<file path="src/rtl/frame_stream_tx.sv">
// frame_stream_tx: replays a frame buffer as a camera-style byte stream
// (PCLK / VSYNC / HREF / D), fetching bytes from a synchronous frame RAM.
module frame_stream_tx #(
    parameter int CLK_DIV    = 5,
    parameter int LINE_BYTES = 160,
    parameter int LINES      = 120,
    parameter int H_BLANK    = 16,
    parameter int VS_LINES   = 3,
    parameter int V_BACK     = 17,
    parameter int V_FRONT    = 10
) (
    input  logic        i_Clk,
    input  logic        i_Reset,
    input  logic        i_Enable,
    input  logic [7:0]  i_RAM_Data,
    output logic [14:0] o_RAM_Adress,
    output logic        o_PLK,
    output logic        o_VS,
    output logic        o_HS,
    output logic [7:0]  o_D,
    output logic        o_Busy,
    output logic        o_Frame_Done
);
    localparam logic [2:0] S_IDLE   = 3'd0;
    localparam logic [2:0] S_VSYNC  = 3'd1;
    localparam logic [2:0] S_VBACK  = 3'd2;
    localparam logic [2:0] S_ACTIVE = 3'd3;
    localparam logic [2:0] S_HBLANK = 3'd4;
    localparam logic [2:0] S_VFRONT = 3'd5;

    localparam int DIV_W = $clog2(CLK_DIV);
    localparam logic [DIV_W-1:0] C_DIV_LAST = DIV_W'(CLK_DIV - 1);
    localparam logic [15:0] C_LINE_LAST  = 16'(LINE_BYTES + H_BLANK - 1);
    localparam logic [15:0] C_ACT_LAST   = 16'(LINE_BYTES - 1);
    localparam logic [15:0] C_HB_LAST    = 16'(H_BLANK - 1);
    localparam logic [15:0] C_LINES_LAST = 16'(LINES - 1);
    localparam logic [15:0] C_VS_LAST    = 16'(VS_LINES - 1);
    localparam logic [15:0] C_VB_LAST    = 16'(V_BACK - 1);
    localparam logic [15:0] C_VF_LAST    = 16'(V_FRONT - 1);
    localparam logic [14:0] C_ADDR_LAST  = 15'(LINE_BYTES * LINES - 1);

    generate
        if (LINE_BYTES * LINES > 32768) begin : g_size_check
            $error("frame_stream_tx: LINE_BYTES*LINES exceeds the 32768-byte frame RAM");
        end
    endgenerate

    logic [DIV_W-1:0] r_div;
    logic             r_plk;
    logic [2:0]       r_state;
    logic [15:0]      r_cnt;
    logic [15:0]      r_line;
    logic             r_vs;
    logic             r_hs;
    logic [7:0]       r_d;
    logic [14:0]      r_addr;
    logic             r_done;

    logic             w_tick;
    logic [2:0]       w_next_state;
    logic [15:0]      w_next_cnt;
    logic [15:0]      w_next_line;
    logic             w_frame_end;

    // Ticks fall on the PCLK falling edge so outputs settle half a period before each rising edge.
    assign w_tick = (r_div == C_DIV_LAST) && r_plk;

    always_ff @(posedge i_Clk or posedge i_Reset) begin
        if (i_Reset) begin
            r_div <= '0;
            r_plk <= 1'b0;
        end else if (r_div == C_DIV_LAST) begin
            r_div <= '0;
            r_plk <= ~r_plk;
        end else begin
            r_div <= r_div + 1'b1;
        end
    end

    always_comb begin
        w_next_state = r_state;
        w_next_cnt   = r_cnt + 16'd1;
        w_next_line  = r_line;
        w_frame_end  = 1'b0;
        case (r_state)
            S_IDLE: begin
                w_next_cnt  = '0;
                w_next_line = '0;
                if (i_Enable) w_next_state = S_VSYNC;
            end
            S_VSYNC: begin
                if (r_cnt == C_LINE_LAST) begin
                    w_next_cnt  = '0;
                    w_next_line = r_line + 16'd1;
                    if (r_line == C_VS_LAST) begin
                        w_next_line  = '0;
                        w_next_state = (V_BACK != 0) ? S_VBACK : S_ACTIVE;
                    end
                end
            end
            S_VBACK: begin
                if (r_cnt == C_LINE_LAST) begin
                    w_next_cnt  = '0;
                    w_next_line = r_line + 16'd1;
                    if (r_line == C_VB_LAST) begin
                        w_next_line  = '0;
                        w_next_state = S_ACTIVE;
                    end
                end
            end
            S_ACTIVE, S_HBLANK: begin
                if ((r_state == S_ACTIVE && r_cnt == C_ACT_LAST) ||
                    (r_state == S_HBLANK && r_cnt == C_HB_LAST)) begin
                    w_next_cnt = '0;
                    if (r_state == S_ACTIVE && H_BLANK != 0) begin
                        w_next_state = S_HBLANK;
                    end else if (r_line == C_LINES_LAST) begin
                        w_next_line = '0;
                        if (V_FRONT != 0) w_next_state = S_VFRONT;
                        else              w_frame_end  = 1'b1;
                    end else begin
                        w_next_line  = r_line + 16'd1;
                        w_next_state = S_ACTIVE;
                    end
                end
            end
            S_VFRONT: begin
                if (r_cnt == C_LINE_LAST) begin
                    w_next_cnt  = '0;
                    w_next_line = r_line + 16'd1;
                    if (r_line == C_VF_LAST) w_frame_end = 1'b1;
                end
            end
            default: w_next_state = S_IDLE;
        endcase
        // Enable is only honoured here, so a frame in flight always completes.
        if (w_frame_end) begin
            w_next_state = i_Enable ? S_VSYNC : S_IDLE;
            w_next_cnt   = '0;
            w_next_line  = '0;
        end
    end

    always_ff @(posedge i_Clk or posedge i_Reset) begin
        if (i_Reset) begin
            r_state <= S_IDLE;
            r_cnt   <= '0;
            r_line  <= '0;
            r_vs    <= 1'b0;
            r_hs    <= 1'b0;
            r_d     <= '0;
            r_addr  <= '0;
            r_done  <= 1'b0;
        end else begin
            r_done <= w_tick && w_frame_end;
            if (w_tick) begin
                r_state <= w_next_state;
                r_cnt   <= w_next_cnt;
                r_line  <= w_next_line;
                r_vs    <= (w_next_state == S_VSYNC);
                r_hs    <= (w_next_state == S_ACTIVE);
                if (w_next_state == S_ACTIVE) begin
                    r_d <= i_RAM_Data;
                    // Hold on the final byte so the address never leaves the frame.
                    if (r_addr != C_ADDR_LAST) r_addr <= r_addr + 15'd1;
                end else begin
                    r_d <= '0;
                    if (w_frame_end || r_state == S_IDLE) r_addr <= '0;
                end
            end
        end
    end

    assign o_PLK        = r_plk;
    assign o_VS         = r_vs;
    assign o_HS         = r_hs;
    assign o_D          = r_d;
    assign o_RAM_Adress = r_addr;
    assign o_Busy       = (r_state != S_IDLE);
    assign o_Frame_Done = r_done;

endmodule

</file>
<file path="config.mk">
export PLATFORM = sky130hd
export DESIGN_NAME = frame_stream_tx
export DESIGN_NICKNAME = d
export VERILOG_FILES = /design/src/rtl/frame_stream_tx.sv
export SDC_FILE = /design/constraint.sdc
export NUM_CORES = 1
export LEC_CHECK = 0
export BUFFER_PORTS_ARGS = -buffer_cell sky130_fd_sc_hd__buf_2
export CAP_MARGIN = 20
export CORE_ASPECT_RATIO = 1.4
export CORE_MARGIN = 4
export CORE_UTILIZATION = 61
export CTS_BUF_LIST = sky130_fd_sc_hd__clkbuf_8
export DETAILED_ROUTE_END_ITERATION = 8
export GPL_TIMING_DRIVEN = 0
export PLACE_DENSITY = 0.89
export SETUP_SLACK_MARGIN = 0.4
export SYNTH_ARGS = -nofsm -noshare
export SYNTH_HDL_FRONTEND = slang
export SYNTH_SLANG_ARGS = --single-unit
</file>
<file path="constraint.sdc">
create_clock -name i_Clk -period 3.7 [get_ports i_Clk]
set_clock_uncertainty 0.2 [all_clocks]
set_input_delay 0.555 -clock i_Clk [delete_from_list [all_inputs] [get_ports i_Clk]]
set_output_delay 0.555 -clock i_Clk [all_outputs]
set_load 0.05 [all_outputs]
</file>
-- Word-level counts from Yosys, hierarchy flattened
Cells that the tools add are included.
- bits of input ports: 11
- output and inout port bits: 28
- register bits: 65
- logic and storage cells: 84
- reduce and logical (&&, ||, !) cells: 14
- bitwise gates (word level): 1
- equal/unequal tests: 22
- muxes and demuxes: 33
- add/subtract/negate cells: 4
- operator list (cell ; number):
    $mux W16 ; 12
    $pmux W16 S5 ; 1
    $pmux W16 S3 ; 1
    $mux W15 ; 3
    $add A16 B1 Y16 const B ; 2
    $eq A16 B4 Y1 const B ; 2
    $eq A16 B8 Y1 const B ; 2
    $mux W3 ; 10
    $eq A16 B2 Y1 const B ; 1
    $eq A16 B5 Y1 const B ; 1
    $eq A16 B7 Y1 const B ; 1
    $add A15 B1 Y15 const B ; 1
    $ne A15 B15 Y1 const B ; 1
    $ne A3 B3 Y1 const B ; 5
    $pmux W3 S5 ; 1
    $eq A3 B2 Y1 const B ; 3
    $eq A3 B3 Y1 const B ; 3
    $mux W8 ; 1
    $reduce_and A7 Y1 ; 1
    $eq A3 B1 Y1 const B ; 2
    $reduce_bool A6 Y1 ; 1
    $logic_and A1 B1 Y1 ; 4
    $mux W1 ; 4
    $add A3 B1 Y3 const B ; 1
    other kinds (9) ; 10

-- Depth between registers and ports, before layout
Gate-level depths: netlist of the first run.
- depth in word-level cells: 9
- mapped depth: 11
- depth with buffers taken out: 9

-- Least setup slack after synthesis of the first run
No wires, ideal clock.
- path type: register to register
- from: register r_cnt[0]
- to: register r_addr[3] (netlist: o_RAM_Adress[3])
- setup slack: 0.398 ns
- setup time: 0.118 ns
- arrival time: 2.984 ns
- period minus slack after synthesis: 3.302 ns
- buffers on the path: 1
- cell stages (with the launch flop): 10
- required time: 3.382 ns
- cell sequence: dfrtp_1 > ha_1 > or4b_2 > or4_4 > or4_4 > a22oi_4 > a21o_4 > buf_6 > nor3_1 > a21o_1
- cells in the longest elaborated chain, start to end: 9
- elaborated cells on any way between the ends: 19
- classes of those cells: eq/ne (5); mux (8); reduce/logical (6)
- ends and longest elaborated chain (item ; RTL line ; source):
    start: declaration ; 51 ; logic [15:0] r_cnt;
    start signal: assignment ; 158 ; r_cnt <= w_next_cnt;
    $eq A16 B8 Y1 / $eq A16 B4 Y1 (equally long branches) ; 112, 113 ;
    $logic_and A1 B1 Y1, on equally long branches ; 112, 113 ;
    $logic_or A1 B1 Y1 ; 112 ; if ((r_state == S_ACTIVE && r_cnt == C_ACT_LAST) ||
    $mux W3 ; 112 ;
    $pmux W3 S5 ; 85 ; case (r_state)
    $mux W3 ; 137 ; if (w_frame_end) begin
    $eq A3 B2 Y1 ; 162 ; if (w_next_state == S_ACTIVE) begin
    $ne A2 B1 Y1 (no line) / $reduce_bool A2 Y1 (equally long branches) ; n/a ;
    $reduce_and A3 Y1 (no line) ; n/a ;
    end signal: assignment ; 165 ; if (r_addr != C_ADDR_LAST) r_addr <= r_addr + 15'd1;
    end: declaration ; 56 ; logic [14:0] r_addr;
Parallel ways exist; a longest one is shown, timed or not.
A chain may end at the register's enable or synchronous reset.

-- Worst setup path in the final report of the first run
- from: register r_cnt[6]
- to: register r_addr[14] (netlist: o_RAM_Adress[14])
Same word-level chain as after synthesis.

==> impl_metrics.ini, run 1 <==
[outcome]
outcome = finished clean

[timing]
setup_viol_count_final = 0
rsz0062_at_grt = true
maxSlewViolCount = 0
tns_ns = 0
worstMarginPinSlew_ns = 0.682
setup_ws_ns = 0.391
period_needed_ns = 3.31
period_share_pct = 89.4
final_hold_viol_count = 0
relSlewSlack_pct = 53.9
clock.fmax_mhz = 302

[drt]
remaining_drc_errors = 0
wl_per_cell_um = 18.5
viasPerCell = 6.68
vias = 3761
dr.first_iter.drc_count = 379
ant_nets = 0
routed_wl_um = 10400
first_pass_iters = 5

[global_routing]
grt_pass1_vias = 3553
grt.overflow.total = 0
grt_pass1_wl_um = 16100
grt_usage_pct = 27.1
grt_max_degree = 38
antenna_found_initial = 0

[synth]
async_flop_share_pct = 100
synth-edff-count = 0
syn_inst = 425
ys_types = 60
synth_area_leaders = dfrtp_1 (42%), nand2_1 (6.0%), nand3_1 (3.4%)
synth_flop_cell = dfrtp_1
yosysSeqAreaShare_pct = 42.3
synth.avg_cell_area_um2 = 9.05
synth.largest_area_cell = dfrtp_1
yosys_register_bits = 65
syn_area_um2 = 3850
synth_warnings = 0
synth_top_area_share_pct = 42.3
synth.net_count = 444

[place]
hpwl_um = 6610
gp_congestion = 0.961
dp_slack_ns = 0.192
io_buffers = 38

[critical_path]
worstSetupPathType = reg -> reg
slowest_delay_ns = 0.83
worstPathMaxFanout = 6
crit_top_cell = o211ai_1
crit_chain = or4b_2 -> nor4_2 -> o211ai_1 -> o221a_2 -> a21o_4 -> buf_4 -> or4_1 -> o211ai_1
timing.rr.start = r_cnt[6]
cpMaxStageDelayCell = or4b_2
cp_data_required_time_ns = 3.78
critical_path_arrival_ns = 3.39
cp-start-kind = register
end_kind = register
startpoint = r_cnt[6]

[flow_run]
maxCapViolCount = 0

[clocking]
numClockSinks = 65
htree_levels = 3
clk_pin_slew_ns = 0.08
clockBufferDepth = 2
numCtsBuffers = 9
clock_latency_ns = 0.36
cts-root-buf = clkbuf_8
cts_tree = built

[floorplan]
rows = 34
die-area_um2 = 7660
io_pins = 39
core_um2 = 6170
chipHeight_um = 102
die_w_um = 75.1
initial_core_util_pct = 62.4

[power_and_ir_drop]
vdd_drop_max_mv = 0.244
power_uw = 1500
powerDensity_nw_per_um2 = 327
leakagePower_uw = 0.00224

[worst_hold_path]
hold_path_class = in -> async

[layout]
fill_cells = 413
area_delta_synth_final_pct = 19.3
diodes = 0
finish.utilization_pct = 74.4
regArea_um2 = 1630
drive_gt1_share_pct = 21.4
final_nets = 505
multi_input_area_um2 = 2160
-- layer usage --
| metal | wire length [um] | global-route usage [%] | share of wire (%) |
|---|---|---|---|
| met1 | 4030 | 32.2 | 39 |
| met3 | 680 | 7.19 | 6.5 |
| met2 | 5290 | 44.1 | 51 |
| met4 | 399 | 14.7 | 3.8 |
| met5 | 0 | 0 | 0 |
-- per-stage QoR --
step / instances / cell area, um^2 / hold WS (ns)
final: 563 / 4590 / 0.0617
after global routing: 563 / 4590 / 0.101
after CTS: 557 / 4470 / 0.0793
after detailed placement: 536 / 4150 / 0.268
after global placement: 535 / 4130 / 0.242
after floorplan: 425 / 3850 / 0.227
-- cell type report --
type,count,share of cell area (%)
plain buffers,21,2.59
multi-input cells,327,47.2
well taps,72,1.96
clock inverters,7,2.24
repair buffers,50,6.93
clock buffers,9,2.70
inverters,12,0.982
flip-flops and latches,65,35.5
-- worst paths after layout --
kind / to / slack [ns] / cells after the start
min reg2reg: r_div[0] / 0.27 / 1
max in group asynchronous: r_line[11] / 2.60 / 3
min: o_D[1] / 0.06 / 2
max: o_RAM_Adress[14] / 0.39 / 8
max reg2reg: o_RAM_Adress[14] / 0.39 / 8
min in group i_Clk: o_D[6] / 0.23 / 3
-- state kept, by name (all words and copies together) (netlist names) --
name	cells
r_div	3
o_D	8
r_state	3
o_Frame_Done	1
o_PLK	1
o_HS	1
o_VS	1
r_line	16
r_cnt	16
o_RAM_Adress	15
-- timing repair --
action / CTS / global route
buffers inserted: 4 / 6
pin swaps: 4 / 5
gates cloned: 1 / 0
endpoints found under the setup margin: 51 / 48
gates resized for setup: 10 / 15
hold buffers: 0 / 0
hold endpoints to repair: 0 / 0
-- power by group --
part	total, uW	internal (uW)	switching, uW
clock network	693	385	309
logic	87.1	35.7	51.4
registers	721	715	5.75
-- cell usage in the layout (no fill, tap or decap), types with 3 or more instances in the layout --
cell,n
dfrtp_1,65
nand2_1,61
buf_2,40
nand3_1,26
nor2_1,25
o21ai_0,22
and3_1,16
nor3_1,15
buf_4,12
inv_1,10
clkbuf_1,10
o31ai_1,10
xor2_1,10
a22o_1,9
clkbuf_8,9
nor4_1,8
nor2b_1,8
or3_1,7
ha_1,7
and2_1,6
a21oi_1,6
o311ai_1,6
nand4_1,5
a21o_1,5
a21oi_2,4
mux2i_1,4
or4_1,3
nand4b_1,3
or2_2,3
a31oi_1,3
clkbuf_2,3
nor4_2,3
o21ai_1,3
a221o_1,3
xnor2_1,3
clkinv_4,3
-- kinds of logic (layout without fill, tap and decap cells) --
logic type	after synthesis	in the layout	synth area share (%)
AO/OA/AOI/OAI	94	94	18.4
buffers and inverters	33	99	3.93
AND/OR/NAND/NOR	205	205	27.9
flip-flops	65	65	42.3
XOR/XNOR	13	13	2.96
adder cells (fa/ha/maj)	8	8	2.60
multiplexers	7	7	1.89
-- worst max-delay path: cells and delay by family, from the launching register on --
family	cells	cell delay (ns)
AOI/OAI and AO/OA	4	0.87
buffers and inverters	1	0.14
DFF	1	0.45
and+or+nand+nor	3	1.58
-- synthesized netlist by cell type (all sizes together), types with 3 or more instances --
cell    count
o41ai       3
nand3      26
nor3       16
a21o        6
ha          8
a21oi      10
a221o       3
nand2      61
or3         7
or4         5
clkbuf     13
inv        11
or4b        3
nor4       12
xor2       10
and2        6
or2         3
nor2b       8
nand4b      3
a22o       10
dfrtp      65
xnor2       3
buf         8
and3       16
nand4       5
mux2i       5
a31oi       3
o311ai      6
o21ai      25
o31ai      10
nor2       25
No activity file was read; power rests on OpenSTA's default activity.
==> run 2, diff against run 1 <==
--- a/config.mk
+++ b/config.mk
@@ -13,7 +13,7 @@
 export CTS_BUF_LIST = sky130_fd_sc_hd__clkbuf_8
 export DETAILED_ROUTE_END_ITERATION = 8
 export GPL_TIMING_DRIVEN = 0
-export PLACE_DENSITY = 0.89
+export PLACE_DENSITY = 0.88
 export SETUP_SLACK_MARGIN = 0.4
 export SYNTH_ARGS = -nofsm -noshare
 export SYNTH_HDL_FRONTEND = slang
==> run 2 against run 1 <==
  * Routed wire length is 7.1% lower
  * Final cell count fell by 0.36%
  * Combinational power shrank 9.5%
  * Maximum frequency fell by 0.28%
  * Critical path depth is 1 higher
  * Register-to-register slack about the same
  * First-iteration DRC count shrank 9.5%
  * Total power increased by 4.2%
  * Via count down 1.7%
  * Flip-flop and latch count did not move
  * Count of clock-buffer cells in the layout unchanged
  * Final area decreased by 0.46%
==> impl_metrics.ini, run 2 (same netlist as run 1, synthesis figures left out) <==
[floorplan]
io_pins = 39
chipHeight_um = 102
core_um2 = 6170
die-area_um2 = 7660
die_w_um = 75.1
initial_core_util_pct = 62.4
rows = 34

[drt]
dr.first_iter.drc_count = 343
ant_nets = 0
vias = 3698
wl_per_cell_um = 17.2
viasPerCell = 6.59
first_pass_iters = 5
routed_wl_um = 9660
remaining_drc_errors = 0

[clocking]
clock_latency_ns = 0.36
clk_pin_slew_ns = 0.09
clockBufferDepth = 2
cts_tree = built
htree_levels = 3
numClockSinks = 65
cts-root-buf = clkbuf_8
numCtsBuffers = 9

[layout]
finish.utilization_pct = 74.0
diodes = 0
fill_cells = 414
area_delta_synth_final_pct = 18.7
final_nets = 503
layout_common_cells = dfrtp_1 (65), nand2_1 (61), buf_2 (40)
drive_gt1_share_pct = 21.9
final_common_cell = dfrtp_1

[outcome]
outcome = finished clean

[place]
hpwl_um = 6430
dp_slack_ns = 0.152
io_buffers = 38
gp_congestion = 0.919

[timing]
worstMarginPinSlew_ns = 0.690
final_hold_viol_count = 0
period_needed_ns = 3.32
tns_ns = 0
maxSlewViolCount = 0
relSlewSlack_pct = 53.4
rsz0062_at_grt = true
clock.fmax_mhz = 301
setup_viol_count_final = 0
whs_ns = 0.0375
setup_ws_ns = 0.382
period_share_pct = 89.7

[global_routing]
grt_pass1_vias = 3573
grt.overflow.total = 0
grt_max_degree = 42
grt_pass1_wl_um = 15800
grt_usage_pct = 26.2
antenna_found_initial = 0

[power_and_ir_drop]
vdd_drop_max_mv = 0.245
powerDensity_nw_per_um2 = 343
leakagePower_uw = 0.00223

[critical_path]
ff2ff_path_depth = 9
worstSetupPathType = reg -> reg
critical_path_arrival_ns = 3.40
end_kind = register
cp_data_required_time_ns = 3.78
worstPathMaxFanout = 6
cp-start-kind = register
r2r_slack_ns = 0.38
timing.rr.start = r_cnt[1]
r2r-end = o_RAM_Adress[14]

[worst_hold_path]
hold_path_class = in -> async

[flow_run]
maxCapViolCount = 0
==> run 2: power breakdown <==
| group | internal [uW] | switching, uW | total, uW |
|---|---|---|---|
| clock network | 454 | 312 | 766 |
| registers | 715 | 4.92 | 720 |
| logic | 29.9 | 48.9 | 78.8 |
| total | 1200 | 365 | 1560 |
==> run 2: critical path, cell delays in order, from the launching register on <==
cell	delay (ns)
dfrtp_1	0.37
ha_2	0.22
or4bb_4	0.59
nor4_2	0.38
nand3_1	0.12
o221a_2	0.37
a21o_4	0.24
buf_4	0.14
or4_1	0.51
o211ai_1	0.10
==> run 2: final cells by class <==
type	count	area [um^2]	area share, %
Inverter	12	45.0	0.986
Clock buffer	9	124	2.71
Multi-Input combinational cell	327	2160	47.3
Clock inverter	7	125	2.74
Tap cell	72	90.1	1.97
Sequential cell	65	1630	35.6
Buffer	21	119	2.60
Timing Repair Buffer	48	275	6.03
==> run 2: worst max-delay path by stage <==
stage | depth (start not counted) | end | slack (ns) | from
after floorplan | 9 | o_RAM_Adress[3] | 0.42 | r_cnt[0]
after global placement | 8 | r_line[0] | 0.24 | r_cnt[0]
after detailed placement | 8 | r_line[0] | 0.15 | r_cnt[0]
after CTS | 9 | o_RAM_Adress[14] | 0.42 | r_cnt[10]
after global routing | 9 | o_RAM_Adress[1] | 0.31 | r_cnt[10]
final | 9 | o_RAM_Adress[14] | 0.38 | r_cnt[1]
==> run 2: repair_timing <==
item / 4_1_cts / 5_1_grt
pin swaps: 5 / 2
cloned: 1 / 0
buffers inserted: 8 / 0
resized for setup: 11 / 18
setup endpoints to repair: 42 / 39
hold buffers: 0 / 0
==> run 2: through the flow <==
step,area (um^2),instances,total power (uW)
2_1_floorplan,3850,425,781
3_3_place_gp,4130,535,799
3_5_place_dp,4150,536,804
4_1_cts,4500,561,1560
5_1_grt,4570,561,1610
6_report,4570,561,1560
==> run 2: per-layer routing <==
metal / GRT usage [%] / wire, um
met4: 13.8 / 338
met5: 0 / 0
met1: 30.2 / 3750
met3: 6.10 / 559
met2: 44.2 / 5010
